File: src/rtl/cla_top_level.sv
`default_nettype none
//------------------------------------------------------------------------------
//  Module   : cla_top_level
//  Purpose  : Registered carry-lookahead adder. Bit g/p, 4-bit CLA blocks and
//             a recursive 4-ary lookahead tree over the blocks. The result
//             {cout, sum} = A + B + cin is captured on an enabled clock edge.
//  Revision : 1.0  initial release
//------------------------------------------------------------------------------
module cla_top_level #(
   parameter int DATA_WIDTH = 16          // multiple of 4, >= 4
) (
   input  logic                  i_clk,
   input  logic                  i_rst,   // asynchronous, active-low
   input  logic                  i_en,
   input  logic [DATA_WIDTH-1:0] iv_a,
   input  logic [DATA_WIDTH-1:0] iv_b,
   input  logic                  i_cin,
   output logic [DATA_WIDTH-1:0] ov_sum,
   output logic                  o_cout
);

   // Number of lookahead levels above the 4-bit blocks (ceil(log4(n))).
   function automatic int clog4(input int n);
      int lvl;
      int cap;
      lvl = 0;
      cap = 1;
      while (cap < n) begin
         cap = cap * 4;
         lvl = lvl + 1;
      end
      return lvl;
   endfunction

   localparam int NUM_BLK = DATA_WIDTH / 4;
   localparam int LV      = clog4(NUM_BLK);
   // Every tree level is padded to 4*NUM_BLK nodes so that child indices
   // 4*j+m stay in range for all j < NUM_BLK; padding nodes stay zero.
   localparam int PAD     = 4 * NUM_BLK;

   logic [DATA_WIDTH-1:0] bit_g;
   logic [DATA_WIDTH-1:0] bit_p;
   logic [NUM_BLK-1:0]    blk_g;
   logic [NUM_BLK-1:0]    blk_p;
   logic                  lvl_g [0:LV][0:PAD-1];
   logic                  lvl_p [0:LV][0:PAD-1];
   logic                  lvl_c [0:LV][0:PAD-1];
   logic [DATA_WIDTH-1:0] carry;
   logic [DATA_WIDTH-1:0] sum_nxt;
   logic                  cout_nxt;
   logic [DATA_WIDTH-1:0] sum_d;
   logic [DATA_WIDTH-1:0] sum_q;
   logic                  cout_d;
   logic                  cout_q;

   // Bit-level generate/propagate and 4-bit group generate/propagate.
   always_comb begin
      bit_g = iv_a & iv_b;
      bit_p = iv_a ^ iv_b;
      for (int b = 0; b < NUM_BLK; b++) begin
         blk_g[b] = bit_g[4*b+3]
                  | (bit_p[4*b+3] & bit_g[4*b+2])
                  | (bit_p[4*b+3] & bit_p[4*b+2] & bit_g[4*b+1])
                  | (bit_p[4*b+3] & bit_p[4*b+2] & bit_p[4*b+1] & bit_g[4*b]);
         blk_p[b] = &bit_p[4*b +: 4];
      end
   end

   // Lookahead tree: group G/P upwards, then block carries downwards.
   always_comb begin
      for (int l = 0; l <= LV; l++) begin
         for (int j = 0; j < PAD; j++) begin
            lvl_g[l][j] = 1'b0;
            lvl_p[l][j] = 1'b0;
            lvl_c[l][j] = 1'b0;
         end
      end
      for (int j = 0; j < NUM_BLK; j++) begin
         lvl_g[0][j] = blk_g[j];
         lvl_p[0][j] = blk_p[j];
      end
      for (int l = 1; l <= LV; l++) begin
         for (int j = 0; j < NUM_BLK; j++) begin
            lvl_g[l][j] = lvl_g[l-1][4*j+3]
                        | (lvl_p[l-1][4*j+3] & lvl_g[l-1][4*j+2])
                        | (lvl_p[l-1][4*j+3] & lvl_p[l-1][4*j+2] & lvl_g[l-1][4*j+1])
                        | (lvl_p[l-1][4*j+3] & lvl_p[l-1][4*j+2] & lvl_p[l-1][4*j+1]
                           & lvl_g[l-1][4*j]);
            lvl_p[l][j] = lvl_p[l-1][4*j+3] & lvl_p[l-1][4*j+2]
                        & lvl_p[l-1][4*j+1] & lvl_p[l-1][4*j];
         end
      end
      lvl_c[LV][0] = i_cin;
      for (int l = LV; l >= 1; l--) begin
         for (int j = 0; j < NUM_BLK; j++) begin
            lvl_c[l-1][4*j]   = lvl_c[l][j];
            lvl_c[l-1][4*j+1] = lvl_g[l-1][4*j]
                              | (lvl_p[l-1][4*j] & lvl_c[l][j]);
            lvl_c[l-1][4*j+2] = lvl_g[l-1][4*j+1]
                              | (lvl_p[l-1][4*j+1] & lvl_g[l-1][4*j])
                              | (lvl_p[l-1][4*j+1] & lvl_p[l-1][4*j] & lvl_c[l][j]);
            lvl_c[l-1][4*j+3] = lvl_g[l-1][4*j+2]
                              | (lvl_p[l-1][4*j+2] & lvl_g[l-1][4*j+1])
                              | (lvl_p[l-1][4*j+2] & lvl_p[l-1][4*j+1] & lvl_g[l-1][4*j])
                              | (lvl_p[l-1][4*j+2] & lvl_p[l-1][4*j+1] & lvl_p[l-1][4*j]
                                 & lvl_c[l][j]);
         end
      end
   end

   // In-block carries computed directly from the block carry-in, then sum.
   always_comb begin
      for (int b = 0; b < NUM_BLK; b++) begin
         carry[4*b]   = lvl_c[0][b];
         carry[4*b+1] = bit_g[4*b] | (bit_p[4*b] & lvl_c[0][b]);
         carry[4*b+2] = bit_g[4*b+1]
                      | (bit_p[4*b+1] & bit_g[4*b])
                      | (bit_p[4*b+1] & bit_p[4*b] & lvl_c[0][b]);
         carry[4*b+3] = bit_g[4*b+2]
                      | (bit_p[4*b+2] & bit_g[4*b+1])
                      | (bit_p[4*b+2] & bit_p[4*b+1] & bit_g[4*b])
                      | (bit_p[4*b+2] & bit_p[4*b+1] & bit_p[4*b] & lvl_c[0][b]);
      end
      sum_nxt  = bit_p ^ carry;
      cout_nxt = lvl_g[LV][0] | (lvl_p[LV][0] & i_cin);
   end

   // Next-state for the output register: load when enabled, else hold.
   always_comb begin
      sum_d  = sum_q;
      cout_d = cout_q;
      if (i_en) begin
         sum_d  = sum_nxt;
         cout_d = cout_nxt;
      end
   end

   // Output register with asynchronous active-low clear.
   always_ff @(posedge i_clk or negedge i_rst) begin
      if (!i_rst) begin
         sum_q  <= '0;
         cout_q <= 1'b0;
      end else begin
         sum_q  <= sum_d;
         cout_q <= cout_d;
      end
   end

   assign ov_sum = sum_q;
   assign o_cout = cout_q;

endmodule
`default_nettype wire

File: config.mk
export PLATFORM = sky130hd
export DESIGN_NAME = cla_top_level
export DESIGN_NICKNAME = d
export VERILOG_FILES = /design/src/rtl/cla_top_level.sv
export SDC_FILE = /design/constraint.sdc
export NUM_CORES = 1
export LEC_CHECK = 0
export ABC_AREA = 1
export CORE_MARGIN = 3
export CORE_UTILIZATION = 44
export CTS_CLUSTER_DIAMETER = 40
export DETAILED_ROUTE_END_ITERATION = 16
export PLACE_DENSITY_LB_ADDON = 0.25
export SETUP_SLACK_MARGIN = 0.1
export SYNTH_ARGS = -nofsm -noshare
export SYNTH_HDL_FRONTEND = slang
export SYNTH_SLANG_ARGS = --single-unit
File: constraint.sdc
create_clock -name i_clk -period 0.8 [get_ports i_clk]
set_clock_uncertainty 0.15 [all_clocks]
set_input_delay 0.24 -clock i_clk [delete_from_list [all_inputs] [get_ports i_clk]]
set_output_delay 0.24 -clock i_clk [all_outputs]
set_load 0.01 [all_outputs]
* Yosys cells after proc, flatten, opt, wreduce, memory -nomap -nowiden
Index checks and enable logic that the tools add are counted.
** Operators by class
- Reductions and logical operators :: 4
- Bitwise gates (word level) :: 121
** Operator list (count)
- $and A1 B1 Y1 :: 72
- $or A1 B1 Y1 :: 46
- $xor A16 B16 Y16 :: 2
- $and A16 B16 Y16 :: 1
- $reduce_and A4 Y1 :: 4
** Word-level totals
- Output and inout bits :: 17
- Flip-flop bits (word level) :: 17
- Input port bits :: 36
- Logic and storage cells :: 127

* Longest topological paths before layout
- Depth in word-level cells :: 12
- Depth in mapped cells :: 12
- Mapped depth without buffers :: 12

* Worst setup path after synthesis
No wires, ideal clock.
- Path kind :: input port to flip-flop
- From :: input port iv_a[5]
- To :: register sum_q[13], in the netlist ov_sum[13]
- Arrival :: 1.615 ns
- Slack :: -1.093 ns
- Stages :: 10
- Path buffers :: 0
- Data required time :: 0.522 ns
- Library setup time :: 0.128 ns
- Path through :: ha_1 -> nand2_1 -> nand2_1 -> nand2_1 -> nand2_1 -> a21oi_2 -> nand2_2 -> fa_1 -> xnor2_1 -> o21ai_0
** On the way
- Cells in the longest elaborated chain, start to end :: 11
- Elaborated cells on any way between the ends :: 19
- Classes of those cells :: bitwise: 18; reduce/logical: 1
** Ends and longest elaborated chain
- from (decl) :: line 15 : input logic [DATA_WIDTH-1:0] iv_a,
- $and A16 B16 Y16 / $xor A16 B16 Y16 (equally long branches) :: line 58, 59
- $and A1 B1 Y1, on equally long branches :: line 63, 64
- $or A1 B1 Y1 / $and A1 B1 Y1 (equally long branches) :: line 63, 64
- $or A1 B1 Y1 :: line 64 : | (bit_p[4*b+3] & bit_p[4*b+2] & bit_p[4*b+1] & bit_g[4*b]);
- $and A1 B1 Y1 :: line 103 : | (lvl_p[l-1][4*j+2] & lvl_g[l-1][4*j+1])
- $or A1 B1 Y1 :: line 103
- $or A1 B1 Y1 :: line 104 : | (lvl_p[l-1][4*j+2] & lvl_p[l-1][4*j+1] & lvl_g[l-1][4*j])
- $or A1 B1 Y1 (*) :: line 105 : | (lvl_p[l-1][4*j+2] & lvl_p[l-1][4*j+1] & lvl_p[l-1][4*j]
- $and A1 B1 Y1 (*) :: line 115 : carry[4*b+1] = bit_g[4*b] | (bit_p[4*b] & lvl_c[0][b]);
- $or A1 B1 Y1 (*) :: line 115
- $xor A16 B16 Y16 (*) :: line 124 : sum_nxt = bit_p ^ carry;
- to (signal assigned) :: line 144 : sum_q <= sum_d;
- to (decl) :: line 52 : logic [DATA_WIDTH-1:0] sum_q;
Mark *: on every way between the ends. The rest lies on a longest branch, timed or not.
A chain may end at the register's enable or synchronous reset.

* Worst setup path in the final report
- From :: input port iv_a[5]
- To :: register sum_q[14], in the netlist ov_sum[14]
** On the way
- Cells in the longest elaborated chain, start to end :: 11
- Elaborated cells on any way between the ends :: 19
- Classes of those cells :: bitwise: 18; reduce/logical: 1
** Ends and longest elaborated chain
- $and A16 B16 Y16 / $xor A16 B16 Y16 (equally long branches) :: line 58, 59
- $and A1 B1 Y1, on equally long branches :: line 63, 64
- $or A1 B1 Y1 / $and A1 B1 Y1 (equally long branches) :: line 63, 64
- $or A1 B1 Y1 :: line 64
- $and A1 B1 Y1 :: line 103
- $or A1 B1 Y1 :: line 103
- $or A1 B1 Y1 :: line 104
- $or A1 B1 Y1 (*) :: line 105
- $and A1 B1 Y1 (*) :: line 118 : | (bit_p[4*b+1] & bit_p[4*b] & lvl_c[0][b]);
- $or A1 B1 Y1 (*) :: line 118
- $xor A16 B16 Y16 (*) :: line 124
Marked as above.

==> metrics.txt <==
Tot GR Track Use=26.9%; CP Capture Type=flip-flop; CP arrival=1.87 ns; post-DP HPWL=3280 um; Synth top area share=31.0%; critical path launch point type=input pin; drt total wl=7560 um; WS Path Type=in2reg; Cell Pwr Density=1440 nW/um^2; worst-case vdd ir drop=1.13 mV; Multi-input gate area=1290 sq um; outcome=finished with violations; I/O Buffers=52; Die Width=61.8 um; largest net degree at the start of global routing=18; grt ovf=0; post-synth cell types=31; Post-synth ARST share=100%; Tightest Pin Transition=0.327 ns; Worst Hold Class=in2async; TritonCTS buffer count=3; number of synthesized flops with an enable pin=0; Synth warnings=0; Power, Total=3980 uW; Non-Filler Instances=311; failing checks=negative setup slack; antenna viol nets, final=0; CTS tree=yes; syn avg cell area=7.88 sq um; Mapped Cells=174; DRT iter0 DRCs=194; RSZ-0062 raised after global routing=true; Reg clk slew, reported paths=0.12 ns; Avg WL per Cell=24.3 um; drt pass-1 iters=6; Layout Nets=337; CTS HTree Levels=1; ranking of synthesized cells by area=dfrtp_1 (31%), nand2_1 (16%), ha_1 (15%); CP Data Required Time=0.92 ns; Crit Path Max Fanout=4; sequential area share after synthesis=31.0%; DRC viols=0; Netlist Area Pre-Place=1370 sq um; Area Overhead vs Synth=101%; first-pass GRT wire length=7510 um; final hold violations=0; share of cells above drive strength 1=62.5%; Max Slew Vio Count=0; leak pwr=0.00140 uW; R2R Setup Slk=-0.27 ns; crit share post-route=219%; RR Endpoint=ov_sum[6]$_DFFE_PN0P_; maximum clock path buffer count=2; Max Fclk=570 MHz; Final min period=1.76 ns; Post-synth top cells=nand2_1 (59), inv_1 (18), dfrtp_1 (17); Initial Util=48.1%; number of synthesized register bits=17; vias per cell=6.19; DIE AREA=3820 sq um; cell taking the most area after synthesis=dfrtp_1; Via Count=1924; crit path to=ov_sum[14]$_DFFE_PN0P_; worst r2r src=ov_sum[6]$_DFFE_PN0P_; count leader, synth=nand2_1; Clk Latency, worst-skew pair=0.32 ns; CP startpoint=iv_a[5]; Die Y-Extent=61.8 um; syn_nets=230; core region area=2850 sq um; GPL Wtd Cong=0.741; root buf cell=clkbuf_4; Synth Flop Type=dfrtp_1; Setup Viol. Count Final=34; clk sinks=17; antenna violations before repair=0; Reg2Reg Depth=4; fill count=55; Slew headroom=78.2%; antenna cell count=0; Seq. cell area=425 sq um; Final WS setup=-0.956 ns; Max Cap Violations=0; I/O Pins=53; Placed Cells=286; vias in the first global route=1731; FP Rows=19
==> power breakdown <==
group / switching [uW] / internal (uW)
logic: 1160 / 1150
clock network: 334 / 196
registers: 122 / 1010
total: 1620 / 2360
==> cell usage in the layout, fill, tap and decap left out, types with 6 or more instances in the layout <==
master,synthesis,final
buf_2,1,24
buf_4,0,37
buf_6,0,32
clkdlybuf4s50_1,0,7
dfrtp_1,17,17
ha_4,0,14
inv_1,18,10
inv_2,1,8
nand2_1,59,38
nand2_2,7,12
nand2_4,1,17
nand3_1,7,6
==> how the worst min path moves through the flow <==
stage | cells after the start | slack [ns] | start | end
final | 2 | 0.12 | i_rst | ov_sum[8]$_DFFE_PN0P_
after global routing | 2 | 0.12 | i_rst | ov_sum[8]$_DFFE_PN0P_
after CTS | 2 | 0.12 | i_rst | ov_sum[8]$_DFFE_PN0P_
after detailed placement | 2 | 0.32 | ov_sum[3]$_DFFE_PN0P_ | ov_sum[3]$_DFFE_PN0P_
after global placement | 2 | 0.31 | ov_sum[14]$_DFFE_PN0P_ | ov_sum[14]$_DFFE_PN0P_
after floorplan | 0 | -0.21 | i_rst | o_cout$_DFFE_PN0P_
==> state kept, by name, indices dropped and copies added (netlist names) <==
register / cells
o_cout: 1
ov_sum: 16
==> worst max-delay path, stage by stage <==
cell	delay [ns]
buf_6	0.10
ha_4	0.25
nand2_2	0.08
nand2_2	0.08
nand2_2	0.08
nand2_2	0.08
a21oi_4	0.18
nand2_4	0.08
buf_6	0.12
buf_6	0.12
nand2_2	0.07
nand2_1	0.08
nand2_1	0.11
nand3_1	0.10
nand2_1	0.10
==> area by class of cell <==
| class | count | area share (%) |
|---|---|---|
| clock buffers | 4 | 0.954 |
| inverters | 20 | 3.04 |
| multi-input cells | 134 | 46.8 |
| flip-flops and latches | 17 | 15.4 |
| well taps | 31 | 1.41 |
| repair buffers | 105 | 32.3 |
==> per-stage QoR <==
step           setup slack, ns  util (%)  area, sq um  hold slack [ns]  TNS [ns]
2_1_floorplan           -0.940         -         1550           -0.206    -11.17
3_3_place_gp             -1.48      82.5         2350            0.314    -30.24
3_5_place_dp             -1.55      82.5         2350            0.320    -31.56
4_1_cts                 -0.794      87.0         2480            0.122    -17.26
5_1_grt                  -1.08      96.5         2750            0.116    -21.24
6_report                -0.956      96.5         2750            0.121    -20.08
==> routing by layer <==
| layer | share of wire, % | wire length, um | global-route usage [%] | up-vias |
|---|---|---|---|---|
| li1 | - | - | - | 776 |
| met1 | 33 | 2490 | 27.9 | 922 |
| met2 | 52 | 3940 | 53.2 | 171 |
| met3 | 8.8 | 668 | 6.61 | 55 |
| met4 | 6.2 | 471 | 6.36 | 0 |
| met5 | 0 | 0 | 0 | - |
==> kinds of logic after synthesis <==
group | share of synthesized area, %
flip-flops | 31.0
buffers and inverters | 6.39
XOR/XNOR | 3.19
adder cells (fa/ha/maj) | 20.4
AND/OR/NAND/NOR | 29.3
AO/OA/AOI/OAI | 9.67
==> repair_timing <==
action | in CTS | in global routing
pin swaps | 55 | 42
hold buffers | 0 | 0
hold endpoints to repair | 0 | 0
endpoints found under the setup margin | 34 | 34
buffers inserted | 17 | 10
cloned | 0 | 0
resized for setup | 221 | 52
(Power assumes the default switching activity.)
